### config.mk
export PLATFORM = sky130hd
export DESIGN_NAME = uart_tx_scheduler_flat
export DESIGN_NICKNAME = d
export VERILOG_FILES = /design/src/rtl/uart_tx_scheduler_pkg.sv /design/src/rtl/uart_tx_scheduler_if.sv /design/src/rtl/uart_tx_scheduler_rr_arbiter.sv /design/src/rtl/uart_tx_scheduler.sv /design/src/flat_wrapper.sv
export SDC_FILE = /design/constraint.sdc
export NUM_CORES = 1
export LEC_CHECK = 0
export CAP_MARGIN = 15
export CELL_PAD_IN_SITES_DETAIL_PLACEMENT = 1
export CELL_PAD_IN_SITES_GLOBAL_PLACEMENT = 1
export CORE_UTILIZATION = 37
export DETAILED_ROUTE_END_ITERATION = 10
export GPL_TIMING_DRIVEN = 0
export PLACE_DENSITY_LB_ADDON = 0.1
export SYNTH_ARGS = -nofsm -noshare
export SYNTH_HDL_FRONTEND = slang
export SYNTH_SLANG_ARGS = --single-unit
### constraint.sdc
create_clock -name clk -period 4.8 [get_ports clk]
set_input_delay 1.44 -clock clk [delete_from_list [all_inputs] [get_ports clk]]
set_output_delay 1.44 -clock clk [all_outputs]
set_load 0.05 [all_outputs]
### src/rtl/uart_tx_scheduler_pkg.sv
// Frame format constants and FSM state encoding shared by the UART TX scheduler.
package uart_frame_pkg;

  // Start-of-frame marker the receiver resynchronises on
  localparam logic [7:0] HDR_BYTE = 8'hA5;

  // Bytes added around the payload: header, source id, checksum
  localparam int unsigned FRAME_OVERHEAD = 3;

  // Scheduler states
  localparam logic [2:0] ST_IDLE = 3'd0;
  localparam logic [2:0] ST_HDR  = 3'd1;
  localparam logic [2:0] ST_ID   = 3'd2;
  localparam logic [2:0] ST_PAY  = 3'd3;
  localparam logic [2:0] ST_CSUM = 3'd4;

endpackage

### src/rtl/uart_tx_scheduler_if.sv
// Requester-side handshake plus TX FIFO write port of the UART TX scheduler.
interface uart_tx_scheduler_if #(
  parameter int unsigned NREQ      = 2,
  parameter int unsigned FRAME_LEN = 4
) ();

  logic [NREQ-1:0]             req;
  logic [NREQ*FRAME_LEN*8-1:0] frame_data;
  logic [NREQ-1:0]             ack;
  logic                        tx_full;
  logic                        wr_uart;
  logic [7:0]                  w_data;
  logic                        busy;

  // Scheduler side
  modport master (
    input  req,
    input  frame_data,
    input  tx_full,
    output ack,
    output wr_uart,
    output w_data,
    output busy
  );

  // Requesters and TX FIFO side
  modport slave (
    output req,
    output frame_data,
    output tx_full,
    input  ack,
    input  wr_uart,
    input  w_data,
    input  busy
  );

endinterface

### src/rtl/uart_tx_scheduler_rr_arbiter.sv
// Combinational round-robin arbiter: picks the first requester above last_grant, wrapping.
module rr_arbiter #(
  parameter int unsigned NREQ = 2
) (
  input  logic [NREQ-1:0] req_i,
  input  logic [7:0]      last_grant_i,
  output logic [7:0]      grant_o,
  output logic            any_req_o
);

  logic found;

  assign any_req_o = |req_i;

  // Two passes: indices above last_grant first, then wrap around from index 0
  always_comb begin
    grant_o = '0;
    found   = 1'b0;
    for (int unsigned i = 0; i < NREQ; i++) begin
      if (!found && req_i[i] && (8'(i) > last_grant_i)) begin
        grant_o = 8'(i);
        found   = 1'b1;
      end
    end
    for (int unsigned i = 0; i < NREQ; i++) begin
      if (!found && req_i[i]) begin
        grant_o = 8'(i);
        found   = 1'b1;
      end
    end
  end

endmodule

### src/rtl/uart_tx_scheduler.sv
// Round-robin scheduler serialising requester frames (header, id, payload, XOR checksum)
// into the UART TX FIFO write port.
module uart_tx_scheduler
  import uart_frame_pkg::*;
#(
  parameter int unsigned NREQ      = 2,
  parameter int unsigned FRAME_LEN = 4,
  parameter logic [7:0]  HDR_BYTE  = uart_frame_pkg::HDR_BYTE
) (
  input  logic                 clk,
  input  logic                 reset,
  uart_tx_scheduler_if.master  bus
);

  localparam int unsigned CNT_W = (FRAME_LEN > 1) ? $clog2(FRAME_LEN) : 1;
  localparam int unsigned FW    = FRAME_LEN * 8;

  logic [2:0]       state_q, state_d;
  logic [FW-1:0]    frame_q, frame_d;
  logic [7:0]       csum_q, csum_d;
  logic [CNT_W-1:0] cnt_q, cnt_d;
  logic [7:0]       last_grant_q, last_grant_d;
  logic [7:0]       gid_q, gid_d;
  logic [NREQ-1:0]  ack_q, ack_d;

  logic [7:0] grant;
  logic       any_req;
  logic       wr;

  rr_arbiter #(
    .NREQ (NREQ)
  ) u_arb (
    .req_i        (bus.req),
    .last_grant_i (last_grant_q),
    .grant_o      (grant),
    .any_req_o    (any_req)
  );

  // Write whenever a frame is in flight and the FIFO has room
  assign wr          = (state_q != ST_IDLE) && !bus.tx_full;
  assign bus.wr_uart = wr;
  assign bus.busy    = (state_q != ST_IDLE);
  assign bus.ack     = ack_q;

  // Output byte selected from registered state, so it holds steady while stalled
  always_comb begin
    case (state_q)
      ST_HDR:  bus.w_data = HDR_BYTE;
      ST_ID:   bus.w_data = gid_q;
      ST_PAY:  bus.w_data = frame_q[7:0];
      ST_CSUM: bus.w_data = csum_q;
      default: bus.w_data = '0;
    endcase
  end

  // Next-state logic: grant in IDLE, then advance one byte per accepted write
  always_comb begin
    state_d      = state_q;
    frame_d      = frame_q;
    csum_d       = csum_q;
    cnt_d        = cnt_q;
    last_grant_d = last_grant_q;
    gid_d        = gid_q;
    ack_d        = '0;
    case (state_q)
      ST_IDLE: begin
        if (any_req) begin
          for (int unsigned i = 0; i < NREQ; i++) begin
            if (grant == 8'(i)) begin
              frame_d  = bus.frame_data[i*FW +: FW];
              ack_d[i] = 1'b1;
            end
          end
          last_grant_d = grant;
          gid_d        = grant;
          csum_d       = grant;
          cnt_d        = '0;
          state_d      = ST_HDR;
        end
      end
      ST_HDR: begin
        if (wr) state_d = ST_ID;
      end
      ST_ID: begin
        if (wr) state_d = ST_PAY;
      end
      ST_PAY: begin
        // Frame register shifts down so the current payload byte is always bits [7:0]
        if (wr) begin
          csum_d  = csum_q ^ frame_q[7:0];
          frame_d = frame_q >> 8;
          cnt_d   = cnt_q + 1'b1;
          if (cnt_q == CNT_W'(FRAME_LEN - 1)) state_d = ST_CSUM;
        end
      end
      ST_CSUM: begin
        if (wr) state_d = ST_IDLE;
      end
      default: state_d = ST_IDLE;
    endcase
  end

  // State registers; reset abandons any frame in flight
  always_ff @(posedge clk or negedge reset) begin
    if (!reset) begin
      state_q      <= ST_IDLE;
      frame_q      <= '0;
      csum_q       <= '0;
      cnt_q        <= '0;
      last_grant_q <= 8'(NREQ - 1);
      gid_q        <= '0;
      ack_q        <= '0;
    end else begin
      state_q      <= state_d;
      frame_q      <= frame_d;
      csum_q       <= csum_d;
      cnt_q        <= cnt_d;
      last_grant_q <= last_grant_d;
      gid_q        <= gid_d;
      ack_q        <= ack_d;
    end
  end

endmodule

### src/flat_wrapper.sv
// flat-port wrapper written by rule: the top's interface ports become plain ports
module uart_tx_scheduler_flat import uart_frame_pkg::*;
#(
  parameter int unsigned NREQ      = 2,
  parameter int unsigned FRAME_LEN = 4,
  parameter logic [7:0]  HDR_BYTE  = uart_frame_pkg::HDR_BYTE
)
  (clk, reset, bus_req, bus_frame_data, bus_tx_full, bus_ack, bus_wr_uart, bus_w_data, bus_busy);
  uart_tx_scheduler_if #(.NREQ(NREQ), .FRAME_LEN(FRAME_LEN)) bus_i ();
  input  logic clk;
  input  logic reset;
  input wire logic [$bits(bus_i.req)-1:0] bus_req;
  input wire logic [$bits(bus_i.frame_data)-1:0] bus_frame_data;
  input wire logic [$bits(bus_i.tx_full)-1:0] bus_tx_full;
  output wire logic [$bits(bus_i.ack)-1:0] bus_ack;
  output wire logic [$bits(bus_i.wr_uart)-1:0] bus_wr_uart;
  output wire logic [$bits(bus_i.w_data)-1:0] bus_w_data;
  output wire logic [$bits(bus_i.busy)-1:0] bus_busy;
  assign bus_i.req = bus_req;
  assign bus_i.frame_data = bus_frame_data;
  assign bus_i.tx_full = bus_tx_full;
  assign bus_ack = bus_i.ack;
  assign bus_wr_uart = bus_i.wr_uart;
  assign bus_w_data = bus_i.w_data;
  assign bus_busy = bus_i.busy;
  uart_tx_scheduler #(.NREQ(NREQ), .FRAME_LEN(FRAME_LEN), .HDR_BYTE(HDR_BYTE)) u_core (.clk(clk), .reset(reset), .bus(bus_i));
endmodule
==> results.json <==
{
  "outcome": "completed",
  "synth_seq_cells": 49,
  "nets": 450,
  "criticalPathCategory": "primary input to output port",
  "slew_viol_final": 0,
  "worstSetupEndpointType": "output port",
  "drc": 0,
  "cts_tree": "built",
  "cp_data_arrival_time_ns": 2.90,
  "clock_latency_ns": 0.31,
  "hold_class": "flip-flop to flip-flop",
  "avgSynthCellArea_um2": 8.866,
  "synthToLayoutAreaGrowth_pct": 40.16,
  "hold_violations": 0,
  "critical_path.max_fanout": 6,
  "ys_seq_area_share_pct": 47.41,
  "cts_htree_levels": 2,
  "post_synth_instance_area_um2": 2589,
  "setup_ws_ns": 0.4550,
  "crit_chain": "clkdlybuf4s50_1 -> nor2_1 -> clkdlybuf4s50_1",
  "worstSetupStartpointType": "primary input",
  "antenna_found_initial": 0,
  "cp_common_cell": "clkdlybuf4s50_1",
  "p_leak_nw": 1.566,
  "grt_pass1_vias": 2567,
  "irDropWorstVdd_v": 0.0001920,
  "grt_remaining_overflow": 0,
  "dpl-instance-area_um2": 3525,
  "dp_hpwl_mm": 5.834,
  "final_cell_mix": "79 x clkdlybuf4s50_1, 71 x nand2_1, 48 x dfrtp_1",
  "multi_input_area_um2": 1220,
  "ys_types": 32,
  "max_stage_delay_ns": 0.80,
  "ys.warnings.count": 0,
  "rows": 30,
  "grt_pass1_wl_mm": 12.66,
  "wl_per_cell_um": 15.97,
  "drive_gt1_share_pct": 9.474,
  "rsz0062_at_grt": "false",
  "routed_wl_mm": 7.603,
  "clkSinkCount": 49,
  "finalClockSkew_ns": 0.007995,
  "grt_max_degree": 28,
  "cts_resized": 0,
  "slew_headroom_pct": 57.32,
  "drtIter0Drc": 103,
  "grt_usage_pct": 22.62,
  "die_x_um": 85.65,
  "fin_crit_sh_pct": 90.52,
  "die_area_um2": 7335,
  "clock_path_buffers": 2,
  "seq_area_um2": 1227,
  "post-route-min-period_ns": 4.345,
  "crit_slowest_cell": "clkdlybuf4s50_1",
  "p_per_area_nw_per_um2": 623.5,
  "cts_setup_buffers": 0,
  "gp_congestion": 0.7572,
  "path_buf_inv": 2,
  "dr_total_vias": 2489,
  "design_area_um2": 3628,
  "tns_ns": 0,
  "syn_nets": 362,
  "drv_cap": 0,
  "ant_nets": 0,
  "n_fill_cell": 813,
  "syn_inst": 292,
  "die_h_um": 85.65,
  "clk_pin_slew_ns": 0.08,
  "firstDrtPassIters": 4,
  "fmax_ghz": 0.2302,
  "post-route-util_pct": 53.41,
  "final_common_cell": "clkdlybuf4s50_1",
  "port_buffers": 80,
  "critPathRequiredTime_ns": 3.36,
  "numCtsBuffers": 5,
  "pin_count": 81,
  "cts_root_buffer": "clkbuf_8",
  "crit_family": "buffers and inverters",
  "place_ws_ns": 0.4376,
  "worstMarginPinSlew_ns": 0.6402,
  "diodes": 0,
  "viasPerCell": 5.229,
  "initial_core_util_pct": 38.10,
  "ctsHoldBuffers": 0,
  "finalSetupViolCount": 0,
  "core_area_um2": 6794
}
state kept, by name, indices dropped and copies added, names as in the netlist:
register and count:
u_core.gid_q 1, u_core.csum_q 8, u_core.frame_q 32, u_core.last_grant_q 1
u_core.cnt_q 2, u_core.bus.ack 2, u_core.state_q 3
worst reg2reg max path: cells and delay by family, from the launching register on:
family | cells | cell delay, ns
buffers and inverters | 1 | 0.28
AO/OA/AOI/OAI | 1 | 0.07
AND/OR/NAND/NOR | 3 | 0.70
flip-flops | 1 | 0.45
cell families after synthesis:
| group | synth area share (%) |
|---|---|
| AOI/OAI and AO/OA | 27.36 |
| adders and majority gates | 0.4832 |
| buffers and inverters | 5.461 |
| DFF | 47.41 |
| muxes | 3.528 |
| and+or+nand+nor | 15.76 |
worst paths after layout:
| check | from | slack, ns | end | cells after the start |
|---|---|---|---|---|
| max in group asynchronous | reset | 3.10 | u_core.frame_q[9] | 2 |
| min in group asynchronous | reset | 1.15 | u_core.csum_q[4] | 1 |
| max | bus_tx_full | 0.46 | bus_wr_uart | 3 |
| min reg2reg | u_core.gid_q[0] | 0.49 | u_core.gid_q[0] | 1 |
| min | u_core.gid_q[0] | 0.49 | u_core.gid_q[0] | 1 |
| max reg2reg | u_core.state_q[1] | 3.18 | u_core.csum_q[7] | 5 |
layer usage:
metal	track usage, %	share of wire, %	up-vias
li1	-	-	1204
met1	27.04	43	1216
met2	40.73	52	58
met3	4.524	3.5	11
met4	7.424	1.9	0
met5	0	0	-
cells in the mapped netlist:
library cell | n | area [um2]
a21bo_2 | 1 | 10.01
a21boi_2 | 1 | 11.26
a21o_1 | 1 | 7.510
a21oi_1 | 31 | 155.2
a21oi_2 | 1 | 8.760
a22o_1 | 6 | 52.55
a31oi_1 | 2 | 12.51
a32oi_1 | 1 | 8.760
and2b_1 | 1 | 7.510
and3b_2 | 1 | 10.01
and4bb_1 | 1 | 12.51
buf_2 | 13 | 65.06
buf_4 | 1 | 7.510
buf_6 | 4 | 45.04
clkbuf_1 | 2 | 7.510
clkbuf_2 | 1 | 5.000
dfrtp_1 | 48 | 1201
dfstp_2 | 1 | 26.28
ha_1 | 1 | 12.51
inv_1 | 3 | 11.26
mux2_2 | 1 | 11.26
mux2i_1 | 8 | 80.08
nand2_1 | 71 | 266.5
nand3_1 | 8 | 40.04
nor2_1 | 8 | 30.03
nor2b_1 | 3 | 18.77
nor3_4 | 1 | 16.27
o21ai_0 | 41 | 205.2
o21ai_1 | 4 | 20.02
o22ai_1 | 1 | 6.260
o2bb2ai_1 | 24 | 210.2
or2_2 | 1 | 6.260
final cells by class:
type / instances / share of cell area [%]
flip-flops and latches: 49 / 33.83
multi-input cells: 219 / 33.62
clock inverters: 2 / 0.9655
well taps: 96 / 3.310
plain buffers: 21 / 3.586
clock buffers: 5 / 1.897
inverters: 3 / 0.3103
repair buffers: 81 / 22.48
power breakdown:
| group | leakage (nW) | switching [W] | internal [W] |
|---|---|---|---|
| registers | 0.618 | 0.000134 | 0.000597 |
| clock network | 0.0540 | 0.000140 | 0.000152 |
| logic | 0.893 | 0.000748 | 0.000491 |
| total | 1.57 | 0.00102 | 0.00124 |
per-stage QoR:
step,cells,hold slack [ns],power (W)
floorplan,292,0.4498,0.001571
global placement,468,0.4606,0.001940
detailed placement,469,0.4706,0.001986
CTS,476,0.4905,0.002281
global route,476,0.5054,0.002443
finish,476,0.4895,0.002262
No activity file was read; power rests on OpenSTA's default activity.
